**config.mk**
```make
export PLATFORM = sky130hd
export DESIGN_NAME = output_port_arbiter
export DESIGN_NICKNAME = d
export VERILOG_FILES = /design/src/rtl/output_port_arbiter.sv
export SDC_FILE = /design/constraint.sdc
export NUM_CORES = 1
export LEC_CHECK = 0
export CAP_MARGIN = 20
export CORE_ASPECT_RATIO = 0.5
export CORE_MARGIN = 1
export CORE_UTILIZATION = 45
export CTS_BUF_LIST = sky130_fd_sc_hd__clkbuf_8 sky130_fd_sc_hd__clkbuf_16
export DETAILED_ROUTE_END_ITERATION = 6
export PLACE_DENSITY_LB_ADDON = 0.08
export SYNTH_ARGS = -nofsm -noshare
export SYNTH_HDL_FRONTEND = slang
export SYNTH_SLANG_ARGS = --single-unit
```
**constraint.sdc**
```tcl
create_clock -name clk -period 8.8 [get_ports clk]
set_input_delay 2.64 -clock clk [delete_from_list [all_inputs] [get_ports clk]]
set_output_delay 2.64 -clock clk [all_outputs]
set_load 0.01 [all_outputs]
```
**src/rtl/output_port_arbiter.sv**
```systemverilog
// output_port_arbiter: round-robin output-port arbiter with credit flow control (optional stats via OUT_ARB_STATS_EN)
module output_port_arbiter #(
    parameter int NUM_IN       = 5,
    parameter int WIDTH_packet = 14,
    parameter int CREDITS      = 4,
    parameter int CNT_W        = 16
) (
    input  logic                            clk,
    input  logic                            rst,
    input  logic [NUM_IN-1:0]               in_valid,
    input  logic [NUM_IN*WIDTH_packet-1:0]  in_data,
    output logic [NUM_IN-1:0]               in_ready,
    output logic                            out_valid,
    output logic [WIDTH_packet-1:0]         out_data,
    input  logic                            credit_return,
    output logic [$clog2(CREDITS+1)-1:0]    credit_cnt,
    output logic                            credit_err
`ifdef OUT_ARB_STATS_EN
    ,
    output logic [NUM_IN*CNT_W-1:0]         grant_cnt
`endif
);
    localparam int PW = $clog2(NUM_IN);
    localparam int CW = $clog2(CREDITS+1);

    logic [PW-1:0] rr_ptr, g, idx;
    logic          found, grant;

    // Pick the first requester at or after rr_ptr; reset and empty credits suppress the grant.
    always_comb begin
        found = 1'b0;
        g     = '0;
        idx   = '0;
        for (int k = 0; k < NUM_IN; k++) begin
            idx = PW'((32'(rr_ptr) + k) % NUM_IN);
            if (!found && in_valid[idx]) begin
                found = 1'b1;
                g     = idx;
            end
        end
        grant    = found && credit_cnt != '0 && !rst;
        in_ready = grant ? NUM_IN'(1) << g : '0;
    end

    // Output register, round-robin pointer and credit accounting.
    always_ff @(posedge clk) begin
        if (rst) begin
            out_valid  <= 1'b0;
            out_data   <= '0;
            rr_ptr     <= '0;
            credit_cnt <= CW'(CREDITS);
            credit_err <= 1'b0;
        end else begin
            out_valid <= grant;
            if (grant) begin
                out_data <= in_data[g*WIDTH_packet +: WIDTH_packet];
                rr_ptr   <= g == PW'(NUM_IN-1) ? '0 : g + PW'(1);
            end
            if (grant && !credit_return)
                credit_cnt <= credit_cnt - CW'(1);
            else if (!grant && credit_return) begin
                if (credit_cnt == CW'(CREDITS))
                    credit_err <= 1'b1;
                else
                    credit_cnt <= credit_cnt + CW'(1);
            end
        end
    end

`ifdef OUT_ARB_STATS_EN
    logic [CNT_W-1:0] cnt [NUM_IN];
    for (genvar i = 0; i < NUM_IN; i++) begin : g_stats
        // Saturating per-input grant counter.
        always_ff @(posedge clk) begin
            if (rst)
                cnt[i] <= '0;
            else if (in_ready[i] && cnt[i] != '1)
                cnt[i] <= cnt[i] + CNT_W'(1);
        end
        assign grant_cnt[i*CNT_W +: CNT_W] = cnt[i];
    end
`endif
endmodule

```
==> results of run 1 <==
[layout make-up]
| cell class | instances | share of cell area (%) |
|---|---|---|
| Inverter | 24 | 2.01 |
| Timing Repair Buffer | 123 | 26.4 |
| Sequential cell | 22 | 9.83 |
| Tap cell | 92 | 2.57 |
| Multi-Input combinational cell | 307 | 57.3 |
| Clock buffer | 4 | 1.98 |
[registers in the layout, indices dropped and copies added (netlist names)]
signal / cells
out_data: 14
credit_cnt: 3
rr_ptr: 3
credit_err: 1
out_valid: 1
[metal layers]
layer / vias up / share of wire (%) / track usage, %
li1: 1647 / - / -
met1: 1612 / 43 / 31.5
met2: 89 / 51 / 50.6
met3: 2 / 5.2 / 3.10
met4: 0 / 0.23 / 4.76
met5: - / 0 / 0
[cells by family (layout without fill, tap and decap cells)]
group / Yosys count / count (layout) / share of synthesized area [%]
compound gates: 121 / 121 / 31.9
simple gates: 109 / 109 / 18.6
buf+inv: 48 / 151 / 6.78
mux: 41 / 41 / 14.6
fa+ha+maj: 29 / 29 / 11.8
flops: 22 / 22 / 13.7
xor+xnor: 7 / 7 / 2.73
[per-stage QoR]
step                setup WS [ns]  hold slack (ns)  power [mW]  area, sq um
CTS                        0.0457            0.476        1.74         4420
global placement            0.110            0.460        1.58         4330
floorplan                   0.752            0.505        1.27         3210
global route             -0.00683            0.521        1.93         4480
detailed placement         0.0602            0.459        1.62         4330
finish                      0.129            0.471        1.78         4480
[cell usage in the layout, fill, tap and decap left out, types with 9 or more instances in the layout]
| cell type | instances |
|---|---|
| inv_1 | 22 |
| clkdlybuf4s50_1 | 99 |
| a21oi_1 | 13 |
| nand2_1 | 20 |
| nor2_1 | 22 |
| nor3_1 | 11 |
| ha_1 | 27 |
| buf_4 | 22 |
| mux2i_1 | 34 |
| and3_1 | 9 |
| dfxtp_1 | 22 |
| a22oi_1 | 14 |
| o21ai_0 | 10 |
| o221ai_2 | 11 |
[critical path: cells and delay by family]
kind                       cells  cell delay [ns]
and+or+nand+nor                2             0.20
muxes                          2             0.80
AOI/OAI and AO/OA              4             1.03
adders and majority gates      2             0.33
buffers and inverters          2             1.03
[worst min-delay path by stage]
stage / startpoint / end / cells past startpoint
2_1_floorplan: credit_err / credit_err / 2
3_3_place_gp: credit_err / credit_err / 2
3_5_place_dp: credit_err / credit_err / 2
4_1_cts: credit_err / credit_err / 2
5_1_grt: out_data[8] / out_data[8] / 2
6_report: credit_err / credit_err / 2
[power by group through the flow]
stage / clock network, mW / registers, mW / logic (mW)
after CTS: 0.107 / 0.171 / 1.46
final: 0.105 / 0.172 / 1.50
after floorplan: 0 / 0.187 / 1.08
after global routing: 0.113 / 0.177 / 1.64
after detailed placement: 0 / 0.172 / 1.45
after global placement: 0 / 0.170 / 1.41
[timing repair]
action                                  4_1_cts  5_1_grt
endpoints found under the setup margin        0        5
hold buffers                                  0        0
setup buffers                                 0        5
gates resized for setup                       0        5
hold endpoints to repair                      0        0
==> reports/metrics.yaml, run 1 <==
outcome:
  run_status: "finished, final reports clean"
min_path:
  min_path_type: "reg -> reg"
floorplan:
  start_util_pct: 47.4
  row_count: 21
  fp.dieH_um: 61.8
  core_sq_um: 6780
  dieWidth_um: 122
  die_area_sq_um: 7500
  ioPinCount: 102
finish:
  ff_latch_area_sq_um: 440
  finalCoreUtilization_pct: 66.1
  syn2layout_area_growth_pct: 39.5
  stdcell_count: 572
  n_fill_cell: 546
  layout.nets: 588
  multi_input_area_sq_um: 2570
  antenna-diode-count: 0
  drive_gt1_share_pct: 13.8
timing:
  setup_violations: 0
  fin_tns_setup_ns: 0
  clock_skew_ns: 0.00490
  fin_crit_sh_pct: 98.5
  slew_violations: 0
  finalHoldViolations: 0
  relSlewSlack_pct: 51.6
  fin_crit_ns: 8.67
  fmax_mhz: 115
  worst_slew_pin_slew_ns: 0.725
yosys:
  synthTopCellsByCount: "mux2i_1, ha_1, nor2_1, dfxtp_1, inv_1"
  synth_area_leaders: "dfxtp_1, mux2i_1, ha_1"
  yosys_warnings: 0
  synthArstFlopShare_pct: 0
  synth-edff-count: 0
  ys_seq_elements: 22
  ys_seq_area_share_pct: 13.7
  syn-instance-count: 377
  synth_top_area_share_pct: 13.7
  synthDistinctLibCells: 82
  yosysTopAreaCell: "dfxtp_1"
  yosysMostFrequentCell: "mux2i_1"
  netlist_area_sq_um: 3210
  syn_nets: 484
  ys.flop_type: "dfxtp_1"
  syn_area_per_cell_sq_um: 8.52
route:
  drt_iter0_markers: 209
  wirelength_mm: 9.72
  drtPass1Iterations: 5
  wl_per_cell_um: 17.0
  ant_nets: 0
  vias: 3350
  drt_drc_violations_left: 0
  vias_per_cell: 5.86
setup_path:
  critPathKind: "in -> out"
  slowest_stage: "clkdlybuf4s50_1"
  critPathRequiredTime_ns: 6.16
  cp_max_fo: 6
  cp.arrival_ns: 6.03
  start_kind: "primary input"
  r2r-end: "credit_cnt[2]"
  crit_path_end: "in_ready[3]"
  crit_chain: "clkdlybuf4s50_1 -> mux4_2 -> mux2_2 -> a22oi_2 -> nand2_1 -> a2111oi_1 -> o211ai_1 -> a31oi_4 -> ha_1 -> ha_1 -> and2_1 -> clkdlybuf4s50_1"
  crit_start: "in_valid[0]"
  worstRegToRegCells: 23
  end_kind: "output port"
  slowest_delay_ns: 0.53
  r2r-start: "rr_ptr[0]"
  r2r_setup_slack_ns: 3.32
global_route:
  grt_pass1_vias: 3219
  grt_overflow: 0
  grt_max_degree: 40
  antenna_found_initial: 0
  grt_pass1_wl_mm: 15.3
  track_usage_pct: 25.8
place:
  numPortBuffers: 101
  place.gp.congestion: 0.954
  placed_cells: 562
  dp_hpwl_mm: 7.58
power_and_ir_drop:
  pwr-share-clk_pct: 5.9
  intPower_mw: 0.885
  comb_power_share_pct: 84.5
  swShare_pct: 50.3
  p_leak_nw: 1.92
  peakVddDrop_v: 0.000195
  p_switching_mw: 0.897
  p_seq_share_pct: 9.7
  powerDensity_nw_per_um2: 398
clocking:
  cts_tree: "built"
  cts_max_path_buffers: 2
  cts_buffers: 3
  cts-root-buf: "clkbuf_16"
  cts_sinks: 22
  path_clk_slew_ns: 0.06
  clock_latency_ns: 0.25
  cts_max_level: 1
job:
  drv_cap: 0
Note: power is estimated with default switching activity, not from simulation.
==> run 2, diff against run 1 <==
--- a/config.mk
+++ b/config.mk
@@ -5,6 +5,7 @@
 export SDC_FILE = /design/constraint.sdc
 export NUM_CORES = 1
 export LEC_CHECK = 0
+export ABC_AREA = 1
 export CAP_MARGIN = 20
 export CORE_ASPECT_RATIO = 0.5
 export CORE_MARGIN = 1
==> reports/metrics.yaml, run 2 <==
yosys:
  ys_seq_elements: 22  # unchanged
  synth-edff-count: 0  # unchanged
  synthDistinctLibCells: 33  # was 82
  yosysTopAreaCell: "nand2_1"  # was dfxtp_1
  syn_nets: 662  # was 484
  yosysMostFrequentCell: "nand2_1"  # was mux2i_1
  ys_seq_area_share_pct: 13.8  # was 13.7%
  netlist_area_sq_um: 3180  # was 3210 sq um
  ys.flop_type: "dfxtp_1"  # unchanged
  yosys_warnings: 0  # unchanged
  synthArstFlopShare_pct: 0  # unchanged
  syn-instance-count: 555  # was 377
  synth_top_area_share_pct: 15.8  # was 13.7%
  syn_area_per_cell_sq_um: 5.74  # was 8.52 sq um
  synth_area_leaders: "nand2_1, nand3_1, inv_1"  # was dfxtp_1, mux2i_1, ha_1
  synthTopCellsByCount: "nand2_1, inv_1, nand3_1, a21oi_1, ha_1"  # was mux2i_1, ha_1, nor2_1, dfxtp_1, inv_1
timing:
  relSlewSlack_pct: 61.6  # was 51.6%
  setup_violations: 0  # unchanged
  rsz0062_at_grt: "false"
  fin_ws_ns: 0.606  # was 0.129 ns
  slew_violations: 0  # unchanged
  worst_slew_pin_slew_ns: 0.570  # was 0.725 ns
  finalHoldViolations: 0  # unchanged
  fin_crit_ns: 8.19  # was 8.67 ns
  fin_crit_sh_pct: 93.1  # was 98.5%
  fin_tns_setup_ns: 0  # unchanged
  clock_skew_ns: 0.00397  # was 0.00490 ns
  fmax_mhz: 122  # was 115 MHz
global_route:
  grt_max_degree: 33  # was 40
  grt_pass1_vias: 3148  # was 3219
  grt_pass1_wl_mm: 14.4  # was 15.3 mm
  track_usage_pct: 24.4  # was 25.8%
  antenna_found_initial: 0  # unchanged
  grt_overflow: 0  # unchanged
finish:
  final_cell_mix: "nand2_1, inv_1, clkdlybuf4s50_1"  # was clkdlybuf4s50_1, mux2i_1, ha_1
  reg_top3: "out_data x14, credit_cnt x3, rr_ptr x3"  # unchanged
  max_flop_register: "out_data"  # unchanged
  n_fill_cell: 652  # was 546
  ff_latch_area_sq_um: 440  # unchanged
  largest_register_ff_count: 14  # unchanged
  layout.nets: 759  # was 588
  multi_input_area_sq_um: 2130  # was 2570 sq um
  drive_gt1_share_pct: 6.46  # was 13.8%
  antenna-diode-count: 0  # unchanged
  final_common_cell: "nand2_1"  # was clkdlybuf4s50_1
  syn2layout_area_growth_pct: 36.1  # was 39.5%
  finalCoreUtilization_pct: 64.2  # was 66.1%
route:
  wl_per_cell_um: 12.0  # was 17.0 um
  drt_drc_violations_left: 0  # unchanged
  drtPass1Iterations: 5  # unchanged
  drt_iter0_markers: 306  # was 209
  ant_nets: 0  # unchanged
  vias_per_cell: 4.96  # was 5.86
  wirelength_mm: 8.93  # was 9.72 mm
  vias: 3682  # was 3350
clocking:
  cts_max_level: 1  # unchanged
  postCtsSetupRepairBufs: 0  # unchanged
  cts_buffers: 3  # unchanged
  cts-root-buf: "clkbuf_16"  # unchanged
  cts_max_path_buffers: 2  # unchanged
  cts_sinks: 22  # unchanged
  hold_buffers: 0  # unchanged
  path_clk_slew_ns: 0.06  # about the same
  clock_latency_ns: 0.26  # was 0.25 ns
  cts_tree: "built"  # unchanged
  cts-resized-gates: 0  # unchanged
place:
  dp_hpwl_mm: 7.07  # was 7.58 mm
  place.gp.congestion: 0.924  # was 0.954
  numPortBuffers: 101  # unchanged
  place_worst_setup_slack_ns: 0.594  # was 0.0602 ns
min_path:
  min_path_type: "reg -> reg"  # unchanged
  hold_path_depth: 2  # unchanged
  min_to: "credit_err"  # unchanged
  worstHoldStart: "credit_err"  # unchanged
setup_path:
  r2r_setup_slack_ns: 3.15  # was 3.32 ns
  end_kind: "output port"  # unchanged
  start_kind: "primary input"  # unchanged
  critPathRequiredTime_ns: 6.16  # about the same
  cp.arrival_ns: 5.55  # was 6.03 ns
  critPathKind: "in -> out"  # unchanged
  slowest_delay_ns: 0.54  # was 0.53 ns
  worst-path-buf-inv: 6  # was 2
  crit_chain: "clkdlybuf4s50_1 -> inv_1 -> nand2_1 -> o211ai_1 -> a21oi_1 -> nor2_2 -> nand3_1 -> nor2_4 -> nand3_4 -> inv_2 -> nand2_2 -> nand2_1 -> buf_4 -> ha_1 -> inv_1 -> nor2_1 -> clkdlybuf4s50_1"  # was clkdlybuf4s50_1 -> mux4_2 -> mux2_2 -> a22oi_2 -> nand2_1 -> a2111oi_1 -> o211ai_1 -> a31oi_4 -> ha_1 -> ha_1 -> and2_1 -> clkdlybuf4s50_1
  r2r-end: "credit_cnt[2]"  # unchanged
  r2r-start: "rr_ptr[1]"  # was rr_ptr[0]
  worstRegToRegCells: 33  # was 23
  cp_max_fo: 29  # was 6
  slowest_stage: "clkdlybuf4s50_1"  # unchanged
  crit_family: "buffers and inverters"  # unchanged
floorplan:
  row_count: 21  # unchanged
  die_area_sq_um: 7440  # was 7500 sq um
  core_sq_um: 6750  # was 6780 sq um
  start_util_pct: 47.2  # was 47.4%
  dieWidth_um: 121  # was 122 um
  fp.dieH_um: 61.5  # was 61.8 um
  ioPinCount: 102  # unchanged
outcome:
  run_status: "finished, final reports clean"  # unchanged
job:
  drv_cap: 0  # unchanged
==> run 2: cell count changes after synthesis, moves of 11 or more <==
cell      delta
nand2_1    +114
inv_1      +100
nand3_1     +94
mux2i_1     -34
a21oi_1     +26
a22oi_1     -13
nor3_1      -11
o221ai_2    -11
==> run 2: worst max-delay path by stage <==
stage / endpoint / depth (start not counted) / slack [ns] / from
2_1_floorplan: in_ready[3] / 17 / 1.67 / in_valid[3]
3_3_place_gp: in_ready[2] / 17 / 0.63 / in_valid[1]
3_5_place_dp: in_ready[2] / 17 / 0.59 / in_valid[1]
4_1_cts: in_ready[2] / 17 / 0.60 / in_valid[1]
5_1_grt: in_ready[2] / 29 / 0.30 / rr_ptr[1]
6_report: in_ready[2] / 17 / 0.61 / in_valid[1]
==> run 2: cell type report <==
cell class                      count  area share, %
Inverter                          127           11.0
Multi-Input combinational cell    386           49.2
Tap cell                           92           2.66
Sequential cell                    22           10.2
Timing Repair Buffer              112           25.2
Clock buffer                        3           1.73
==> run 2: cell families (layout without fill, tap and decap cells) <==
family          Yosys count  count (layout)  synth area share (%)
compound gates           63              63                  11.0
xor+xnor                  7               7                  2.40
buf+inv                 147             242                  19.2
simple gates            287             287                  41.7
fa+ha+maj                29              29                  11.9
flops                    22              22                  13.8
==> run 2: per-stage QoR <==
step,std cells,area (sq um),hold WS [ns]
3_3_place_gp,739,4260,0.436
5_1_grt,742,4330,0.481
3_5_place_dp,739,4260,0.442
2_1_floorplan,555,3180,0.468
6_report,742,4330,0.447
4_1_cts,742,4330,0.450
==> run 2: routing by layer <==
metal | wire (um) | track usage (%) | up-vias | share of wire [%]
met2 | 4230 | 44.9 | 120 | 47
met3 | 643 | 4.63 | 10 | 7.2
met4 | 63 | 3.53 | 0 | 0.71
li1 | - | - | 1931 | -
met5 | 0 | 0 | - | 0
met1 | 4000 | 30.9 | 1621 | 45
==> run 2: worst register-to-register path: cells and delay by family (launching register included) <==
kind                     cells  cell delay, ns
AO/OA/AOI/OAI                3            0.31
XOR/XNOR                     2            0.46
adder cells (fa/ha/maj)      5            1.54
buffers and inverters       10            1.27
flip-flops                   1            0.48
AND/OR/NAND/NOR             13            1.43
Power of run 2 is not shown: default switching activity piles up to over one toggle a cycle in this logic, so the estimate is an artifact.
